===== config.mk =====
export PLATFORM = sky130hd
export DESIGN_NAME = data_mem_ctrl_flat
export DESIGN_NICKNAME = d
export VERILOG_FILES = /design/src/rtl/data_mem_ctrl_pkg.sv /design/src/rtl/data_mem_ctrl_if.sv /design/src/rtl/data_mem_ctrl_seg_scan.sv /design/src/rtl/data_mem_ctrl.sv /design/src/flat_wrapper.sv
export SDC_FILE = /design/constraint.sdc
export NUM_CORES = 2
export LEC_CHECK = 0
export CORE_MARGIN = 2
export CORE_UTILIZATION = 53
export CTS_CLUSTER_SIZE = 28
export DETAILED_ROUTE_END_ITERATION = 7
export PLACE_DENSITY = 0.79
export SLEW_MARGIN = 10
export SYNTH_ARGS = -nofsm -noshare
export SYNTH_HDL_FRONTEND = slang
export SYNTH_SLANG_ARGS = --single-unit

===== constraint.sdc =====
create_clock -name CLK -period 3.6 [get_ports CLK]
set_input_delay 0.72 -clock CLK [delete_from_list [all_inputs] [get_ports CLK]]
set_output_delay 0.72 -clock CLK [all_outputs]
set_load 0.02 [all_outputs]

===== src/rtl/data_mem_ctrl_pkg.sv =====
// Shared types and constants for the data-memory controller and its 7-segment scan.
package data_mem_pkg;
  typedef enum logic {
    IDLE = 1'b0,
    RESP = 1'b1
  } state_t;

  localparam logic SZ_BYTE = 1'b0;
  localparam logic SZ_HALF = 1'b1;

  localparam logic [15:0] LED_BASE_DEF = 16'h2000;
endpackage


===== src/rtl/data_mem_ctrl_if.sv =====
// Request/response bus between a core and the data-memory controller.
interface data_mem_ctrl_if;
  logic        req;
  logic        we;
  logic        size;
  logic        sext;
  logic [15:0] addr;
  logic [15:0] wdata;
  logic        ready;
  logic        rvalid;
  logic [15:0] rdata;
  logic        err;

  modport master (output req, we, size, sext, addr, wdata,
                  input  ready, rvalid, rdata, err);
  modport slave  (input  req, we, size, sext, addr, wdata,
                  output ready, rvalid, rdata, err);
endinterface


===== src/rtl/data_mem_ctrl_seg_scan.sv =====
// Multiplexed display scan: steps one digit every SCAN_DIV clocks, registered select/value.
module seg_scan #(
  parameter int NUM_DIGITS = 4,
  parameter int SCAN_DIV   = 1000
) (
  input  logic                       CLK,
  input  logic                       RESET,
  input  logic [NUM_DIGITS-1:0][3:0] digits_i,
  output logic [NUM_DIGITS-1:0]      dig_sel_o,
  output logic [3:0]                 dig_val_o
);
  localparam int CW = $clog2(SCAN_DIV);
  localparam int DW = (NUM_DIGITS > 1) ? $clog2(NUM_DIGITS) : 1;

  logic [CW-1:0]         cnt_q, cnt_d;
  logic [DW-1:0]         idx_q, idx_d;
  logic [NUM_DIGITS-1:0] sel_q, sel_d;
  logic [3:0]            val_q;

  always_comb begin
    cnt_d = cnt_q + CW'(1);
    idx_d = idx_q;
    if (cnt_q == CW'(SCAN_DIV - 1)) begin
      cnt_d = '0;
      idx_d = (idx_q == DW'(NUM_DIGITS - 1)) ? '0 : idx_q + DW'(1);
    end
    sel_d        = '0;
    sel_d[idx_d] = 1'b1;
  end

  // Select and value are taken from the next index so both switch together.
  always_ff @(posedge CLK or negedge RESET) begin
    if (!RESET) begin
      cnt_q    <= '0;
      idx_q    <= '0;
      sel_q    <= '0;
      sel_q[0] <= 1'b1;
      val_q    <= '0;
    end else begin
      cnt_q <= cnt_d;
      idx_q <= idx_d;
      sel_q <= sel_d;
      val_q <= digits_i[idx_d];
    end
  end

  assign dig_sel_o = sel_q;
  assign dig_val_o = val_q;
endmodule


===== src/rtl/data_mem_ctrl.sv =====
// Byte-addressable RAM plus memory-mapped display digits behind a two-phase req/rvalid bus.
//   state | meaning
//   IDLE  | ready, accepts a request; writes and read capture happen on the accept edge
//   RESP  | rvalid/err/rdata presented for one cycle, inputs ignored
module data_mem_ctrl
  import data_mem_pkg::*;
#(
  parameter int          DEPTH_BYTES = 256,
  parameter logic [15:0] LED_BASE    = LED_BASE_DEF,
  parameter int          NUM_DIGITS  = 4,
  parameter int          SCAN_DIV    = 1000
) (
  input  logic                  CLK,
  input  logic                  RESET,
  data_mem_ctrl_if.slave        bus,
  output logic [NUM_DIGITS-1:0] dig_sel,
  output logic [3:0]            dig_val
);
  localparam int AW = $clog2(DEPTH_BYTES);
  localparam int DW = (NUM_DIGITS > 1) ? $clog2(NUM_DIGITS) : 1;

  state_t                     state_q, state_d;
  logic [7:0]                 mem [DEPTH_BYTES];
  logic [NUM_DIGITS-1:0][3:0] digits_q;
  logic [15:0]                rdata_q, rdata_d;
  logic                       err_q;

  logic          accept, misalign, lo_ram, lo_led, hi_led, bad, wr_en;
  logic [15:0]   led_off, led_off_hi;
  logic [AW-1:0] ram_lo, ram_hi;
  logic [DW-1:0] dig_lo, dig_hi;
  logic [7:0]    byte_lo, byte_hi;

  assign led_off    = bus.addr - LED_BASE;
  assign led_off_hi = led_off + 16'd1;
  assign ram_lo     = bus.addr[AW-1:0];
  assign ram_hi     = ram_lo + AW'(1);
  assign dig_lo     = led_off[DW-1:0];
  assign dig_hi     = led_off_hi[DW-1:0];

  // Addresses below LED_BASE wrap led_off to a large value, so one compare covers both bounds.
  assign lo_ram   = {16'b0, bus.addr} < 32'(DEPTH_BYTES);
  assign lo_led   = led_off < 16'(NUM_DIGITS);
  assign hi_led   = led_off_hi < 16'(NUM_DIGITS);
  assign misalign = (bus.size == SZ_HALF) && bus.addr[0];
  assign bad      = misalign || (!lo_ram && !lo_led);
  assign accept   = bus.req && (state_q == IDLE);
  assign wr_en    = accept && bus.we && !bad;

  always_comb begin
    byte_lo = lo_ram ? mem[ram_lo] : {4'h0, digits_q[dig_lo]};
    byte_hi = lo_ram ? mem[ram_hi] : (hi_led ? {4'h0, digits_q[dig_hi]} : 8'h00);
    rdata_d = 16'h0000;
    if (!bad) begin
      if (bus.size == SZ_HALF)    rdata_d = {byte_hi, byte_lo};
      else if (bus.sext && lo_ram) rdata_d = {{8{byte_lo[7]}}, byte_lo};
      else                         rdata_d = {8'h00, byte_lo};
    end
  end

  always_comb begin
    state_d = state_q;
    case (state_q)
      IDLE:    if (bus.req) state_d = RESP;
      RESP:    state_d = IDLE;
      default: state_d = IDLE;
    endcase
  end

  always_ff @(posedge CLK or negedge RESET) begin
    if (!RESET) begin
      state_q  <= IDLE;
      rdata_q  <= '0;
      err_q    <= 1'b0;
      digits_q <= '0;
    end else begin
      state_q <= state_d;
      if (accept) begin
        rdata_q <= rdata_d;
        err_q   <= bad;
      end
      if (wr_en && !lo_ram) begin
        digits_q[dig_lo] <= bus.wdata[3:0];
        if ((bus.size == SZ_HALF) && hi_led) digits_q[dig_hi] <= bus.wdata[11:8];
      end
    end
  end

  // RAM has no reset; contents survive RESET.
  always_ff @(posedge CLK) begin
    if (wr_en && lo_ram) begin
      mem[ram_lo] <= bus.wdata[7:0];
      if (bus.size == SZ_HALF) mem[ram_hi] <= bus.wdata[15:8];
    end
  end

  assign bus.ready  = (state_q == IDLE);
  assign bus.rvalid = (state_q == RESP);
  assign bus.rdata  = rdata_q;
  assign bus.err    = err_q && (state_q == RESP);

  seg_scan #(
    .NUM_DIGITS (NUM_DIGITS),
    .SCAN_DIV   (SCAN_DIV)
  ) u_seg_scan (
    .CLK       (CLK),
    .RESET     (RESET),
    .digits_i  (digits_q),
    .dig_sel_o (dig_sel),
    .dig_val_o (dig_val)
  );
endmodule


===== src/flat_wrapper.sv =====
// flat-port wrapper written by rule: the top's interface ports become plain ports
module data_mem_ctrl_flat import data_mem_pkg::*;
#(
  parameter int          DEPTH_BYTES = 256,
  parameter logic [15:0] LED_BASE    = LED_BASE_DEF,
  parameter int          NUM_DIGITS  = 4,
  parameter int          SCAN_DIV    = 1000
)
  (CLK, RESET, dig_sel, dig_val, bus_req, bus_we, bus_size, bus_sext, bus_addr, bus_wdata, bus_ready, bus_rvalid, bus_rdata, bus_err);
  data_mem_ctrl_if bus_i ();
  input  logic CLK;
  input  logic RESET;
  output logic [NUM_DIGITS-1:0] dig_sel;
  output logic [3:0] dig_val;
  input wire logic [$bits(bus_i.req)-1:0] bus_req;
  input wire logic [$bits(bus_i.we)-1:0] bus_we;
  input wire logic [$bits(bus_i.size)-1:0] bus_size;
  input wire logic [$bits(bus_i.sext)-1:0] bus_sext;
  input wire logic [$bits(bus_i.addr)-1:0] bus_addr;
  input wire logic [$bits(bus_i.wdata)-1:0] bus_wdata;
  output wire logic [$bits(bus_i.ready)-1:0] bus_ready;
  output wire logic [$bits(bus_i.rvalid)-1:0] bus_rvalid;
  output wire logic [$bits(bus_i.rdata)-1:0] bus_rdata;
  output wire logic [$bits(bus_i.err)-1:0] bus_err;
  assign bus_i.req = bus_req;
  assign bus_i.we = bus_we;
  assign bus_i.size = bus_size;
  assign bus_i.sext = bus_sext;
  assign bus_i.addr = bus_addr;
  assign bus_i.wdata = bus_wdata;
  assign bus_ready = bus_i.ready;
  assign bus_rvalid = bus_i.rvalid;
  assign bus_rdata = bus_i.rdata;
  assign bus_err = bus_i.err;
  data_mem_ctrl #(.DEPTH_BYTES(DEPTH_BYTES), .LED_BASE(LED_BASE), .NUM_DIGITS(NUM_DIGITS), .SCAN_DIV(SCAN_DIV)) u_core (.CLK(CLK), .RESET(RESET), .bus(bus_i), .dig_sel(dig_sel), .dig_val(dig_val));
endmodule

# Word level (Yosys, flattened, before mapping)
# Memory sizes are Yosys's and may differ from the RTL's.
# Index checks and enable logic that the tools add are counted.
[word_totals]
register_bits = 54
latch_bits = 0
mem_bits_rw = 2048
mem_bits_ro = 0
inputBits = 38
memories = 1
[memory_table]
columns = ["name", "words", "width", "rd", "rd_ports_with_merged_regs", "write_ports", "line_no", "text"]
rows = [
  ["u_core.mem", 256, 8, 2, 0, 2, "data_mem_ctrl.sv:23", "logic [7:0] mem [DEPTH_BYTES];"],
]
[op_classes]
addsub = 5
n_mul = 0
div = 0
n_lt_le_gt_ge = 9
n_eq_ne = 2
shift = 0
muxes = 31
bitwise = 1
n_reduce_logical = 17
[ops]
columns = ["cell", "n"]
rows = [
  ["two-way mux 16 bit", 4],
  ["bitwise mux 16 bit", 2],
  ["< comparator 16 x 3 -> 1 bit, second input constant", 2],
  ["binary-select mux 4 bit (select 2 bit)", 3],
  ["two-way mux 4 bit", 6],
  ["adder 16 x 1 -> 16 bit, second input constant", 1],
  ["demux 4 bit (select 2 bit)", 2],
  ["< comparator 16 x 9 -> 1 bit, second input constant", 1],
  ["two-way mux 8 bit", 2],
  ["subtractor 16 x 14 -> 16 bit, second input constant", 1],
  ["logical AND 1 bit", 13],
  ["adder 10 x 1 -> 10 bit, second input constant", 1],
  ["equality test 10 bit, second input constant", 1],
  ["two-way mux 10 bit", 1],
  ["< comparator 2 x 3 -> 1 bit, second input constant", 3],
  ["adder 8 x 1 -> 8 bit, second input constant", 1],
  ["two-way mux 1 bit", 7],
  ["greater-or-equal comparator 2 x 1 -> 1 bit, second input constant", 3],
  ["two-way mux 2 bit", 2],
  ["logical NOT 1 bit", 3],
  ["adder 2 x 1 -> 2 bit, second input constant", 1],
  ["demux 1 bit (select 2 bit)", 1],
  ["equality test 2 bit, second input constant", 1],
  ["case mux 1 bit (2 select lines)", 1],
  ["2 further kinds", 2],
]

# Depth between registers and ports, before layout
[depth]
word_depth = 10
ltp_mapped = 18
ltp_nobuf = 10

# Modules after synthesis
# Synthesis repeated with hierarchy kept, for this count alone.
[hier_totals]
cells_unflattened = 7862
hier_area_um2 = 126124.7
[by_module_without_submodules]
columns = ["mod", "instances", "cells_per_inst", "area_each_um2", "seq_area_each_um2"]
rows = [
  ["data_mem_ctrl", 1, 7731, 124927.3, 62349.8],
  ["seg_scan", 1, 131, 1197.4, 501.7],
]

# Worst setup path after synthesis
# OpenSTA, ideal clock, no wires.
[synth_timing]
path_type = "input to register"
from = "input port bus_addr[1]"
to = "register u_core.rdata_q[14] (netlist: u_core.bus.rdata[14])"
setup_ns = 0.134
arrival_ns = 4.738
t_required_ns = 3.466
slack_ns = -1.272
path_stages = 17
cell_sequence = "buf_4 > buf_4 > buf_4 > buf_4 > buf_2 > inv_1 > ha_1 > buf_2 > buf_2 > buf_1 > clkbuf_1 > mux4_2 > mux4_2 > a22oi_1 > nand2_1 > a2111oi_0 > a21oi_1"
[synth_via]
elab_chain_len = 6
word_cells_on_any_way = 15
classes_between = "2 x add/sub; 2 x order compare; 5 x mux; 5 x reduce/logical; 1 x memory"
[synth_lines]
columns = ["element", "line_no", "text"]
rows = [
  ["start, declared", "flat_wrapper.sv:19", "input wire logic [$bits(bus_i.addr)-1:0] bus_addr;"],
  ["parallel branches: the longest is 5 deep, another holds adder 8 x 1 -> 8 bit", "--", ""],
  ["two-way mux 16 bit (*)", "data_mem_ctrl.sv:54", "if (!bad) begin"],
  ["end signal, assigned", "data_mem_ctrl.sv:79", "rdata_q <= rdata_d;"],
  ["end, declared", "data_mem_ctrl.sv:25", "logic [15:0] rdata_q, rdata_d;"],
]
# Every way passes the cells marked *.
# A chain may end at the register's enable or synchronous reset.

# Worst setup path after layout
[layout_timing]
from = "input port bus_addr[1]"
to = "register u_core.rdata_q[12] (netlist: u_core.bus.rdata[12])"
# Same word-level chain as after synthesis.

==> impl_metrics.toml <==
[run_status]
run_status = "complete, but fails checks"
violations = "setup timing"

[clocking]
clkTransAtPathRegs_ps = 60
clock_sinks = 2102
htree_levels = 4
cts_tree = "yes"
root_buffer = "clkbuf_16"
insertion_delay_ps = 930
clockBufferDepth = 3
cts_made_buffers = 221
post-cts-setup-buffers = 0

[critical_path]
crit_top_cell = "buf_4"
crit_path_top_delay_cell = "a2111oi_0"
cp_data_arrival_time_ps = 4530
required_ps = 4430
r2r_slack_ps = 110
cp-start-kind = "primary input"
path_cells = "buf_8 > buf_4 > ha_1 > nand3_1 > buf_4 > nor2_1 > buf_4 > xor2_1 > nor2_1 > buf_4 > a2111oi_0 > a221oi_1 > a21oi_1"
crit_fanout = 9
end_kind = "register"
crit_path_max_incr_delay_ps = 1110
worst-setup-path-type = "in2reg"

[timing]
drv_slew = 0
finalSetupViolations = 10
setup_ws_ps = -107
hold_violations = 0
min_period_ps = 3710
whs_ps = 391
tightest_slew_ps = 1340
min_period_over_period_pct = 103
maxSlewHeadroom_pct = 8.19
fmax_mhz = 270
fin_skew_ps = 58.9
finalSetupTns_ps = -178
rsz0062_at_grt = "no"

[power_and_ir_drop]
seqPwrFrac_pct = 45.1
ir_worst_vdd_mv = 0.550
p_per_area_nw_per_um2 = 395
p_comb_share_pct = 14.4
power_leakage_nw = 50.8
switching_share_pct = 25.4
p_int_w = 0.0443
pwr-share-clk_pct = 40.5
switching_power_w = 0.0151

[final_layout]
nNetsFinal = 8681
drive_above_1_share_pct = 61.2
multi_input_area_um2 = 59500
n_fill_cell = 16285
area_delta_synth_final_pct = 19.4
stdcell_count = 12059
regArea_um2 = 62900

[floorplanning]
rows = 179
fp.dieH_um = 492
num_io_pins = 65
dieArea_um2 = 242000
initial_core_util_pct = 53.2
dieWidth_um = 492
coreArea_um2 = 237000

[synth]
synth_edf_count = 2048
synth_ff_type = "edfxtp_1"
synth_area_leaders = "edfxtp_1, mux4_2, mux2_2"
syn_area_um2 = 126000
synth-async-reset-ratio_pct = 2.57
ys_warn_count = 0
syn_inst = 7644
syn_nets = 7691
yosysTopAreaCell = "edfxtp_1"
synth-seq-cells = 2102
yosys-top-cells-count = "edfxtp_1, mux2_2, mux4_2, clkbuf_1, nand2_1"
synth_top_area_share_pct = 48.8
yosysMostFrequentCell = "edfxtp_1"
syn_area_per_cell_um2 = 16.5
synth_cell_types = 89
seq_area_frac_synth_pct = 49.8

[global_route]
grt_pass1_vias = 86892
grt_usage_pct = 39.0
antenna_found_initial = 50
grt_start_max_net_pins = 121
grt_pass1_wl_mm = 669
gr-total-overflow = 0

[min_path]
holdCritPathClass = "in2async"

[route]
wl_per_cell_um = 39.5
finalWirelength_mm = 477
drt_iter0_drc = 15773
ant_nets = 0
vias_per_cell = 7.47
drc_errors = 0
vias = 90129
dr.pass1.iters = 8

[placed_design]
pre_cts_slack_ps = -1080
gp_congestion = 1.08
place_inst = 11577
place_hpwl_mm = 333
port-buffer-count = 64

[flow_run]
cap_violations = 0
## worst max-delay path: cells and delay by family
family	cells	cell delay, ps
xor gates and xnor gates	1	360
and+or+nand+nor	3	630
buffers and inverters	5	1000
adders and majority gates	1	230
AOI/OAI and AO/OA	3	1570
## path summary, 6_finish.rpt
path | startpoint | endpoint | depth (start not counted)
max in group asynchronous | RESET | u_core.bus.rdata[4] | 3
setup reg to reg | u_core.mem[229][1] | u_core.bus.rdata[1] | 10
hold / removal | RESET | u_core.u_seg_scan.idx_q[1] | 2
setup / recovery | bus_addr[1] | u_core.bus.rdata[12] | 13
min in group CLK | bus_wdata[2] | u_core.digits_q[14] | 3
hold reg to reg | u_core.bus.rdata[1] | u_core.bus.rdata[1] | 2
## power groups by stage
| stage | logic (W) | registers, W | clock network (W) |
|---|---|---|---|
| 2_1_floorplan | 0.00476 | 0.0273 | 0 |
| 3_3_place_gp | 0.00803 | 0.0273 | 0 |
| 3_5_place_dp | 0.00816 | 0.0273 | 0 |
| 6_report | 0.00856 | 0.0268 | 0.0240 |
| 4_1_cts | 0.00823 | 0.0268 | 0.0240 |
| 5_1_grt | 0.00861 | 0.0268 | 0.0249 |
## routing by layer
metal	up-vias	part of all wire [%]	GRT usage, %
li1	33738	-	-
met3	1741	15	13.5
met5	-	0.065	0
met4	46	7.9	24.9
met2	8559	44	57.3
met1	46045	33	49.6
## state kept, by name, indices dropped and copies added (netlist names)
name / flops
u_core.u_seg_scan.dig_sel_o: 4
u_core.u_seg_scan.idx_q: 2
u_core.digits_q: 16
u_core.u_seg_scan.cnt_q: 10
u_core.u_seg_scan.dig_val_o: 4
u_core.bus.rvalid: 1
u_core.mem: 2048
u_core.bus.rdata: 16
u_core.err_q: 1
## area by class of cell
| type | count | share of cell area (%) |
|---|---|---|
| repair buffers | 1667 | 10.9 |
| well taps | 3167 | 2.63 |
| clock inverters | 145 | 1.17 |
| clock buffers | 269 | 3.81 |
| inverters | 22 | 0.0623 |
| multi-input cells | 4620 | 39.6 |
| diodes | 67 | 0.111 |
| flip-flops and latches | 2102 | 41.8 |
## timing repair
action,4_1_cts,5_1_grt
gates resized for setup,1,5
endpoints found under the hold margin,32,0
setup endpoints to repair,4,20
cloned,0,0
hold buffers,1,0
## stage by stage
step | instance area, um2 | util, % | power (W)
detailed placement | 143000 | 60.2 | 0.0355
finish | 151000 | 63.5 | 0.0594
global placement | 143000 | 60.2 | 0.0354
floorplan | 127000 | - | 0.0321
global route | 150000 | 63.4 | 0.0603
CTS | 150000 | 63.4 | 0.0591
## layout by cell type (no fill, tap or decap), types with 15 or more instances in the layout
master	Yosys	layout
edfxtp_1	2048	2048
mux2_2	2028	2028
buf_4	85	1311
mux4_2	1250	1250
buf_12	0	292
nand2_1	260	259
clkbuf_16	0	221
o21ai_0	222	171
o22ai_1	82	77
diode_2	0	67
mux2i_1	67	66
nor2_1	65	60
o21ai_1	7	57
dfrtp_1	53	53
nand3_1	67	51
a21oi_1	47	47
clkinv_1	1	46
clkbuf_1	611	46
nor2b_1	41	40
nand2_2	39	40
a22oi_1	39	39
clkdlybuf4s50_1	0	39
nor2_2	41	38
clkinv_2	0	35
mux2_1	33	33
bufinv_16	0	33
nor2_4	23	31
nor3_1	27	19
inv_1	21	18
a211oi_1	17	17
nand2b_1	16	16
nand3_2	0	16
and2_1	15	15
a31oi_1	15	15
nand4_1	15	15
## cell families after synthesis
kind of cell / after synthesis / synth area share, %
buf+inv: 922 / 3.23
fa+ha+maj: 9 / 0.0893
xor+xnor: 18 / 0.143
simple gates: 674 / 2.77
compound gates: 541 / 2.68
flops: 2102 / 49.8
mux: 3378 / 41.3
Power figures use the tool's default switching activity.
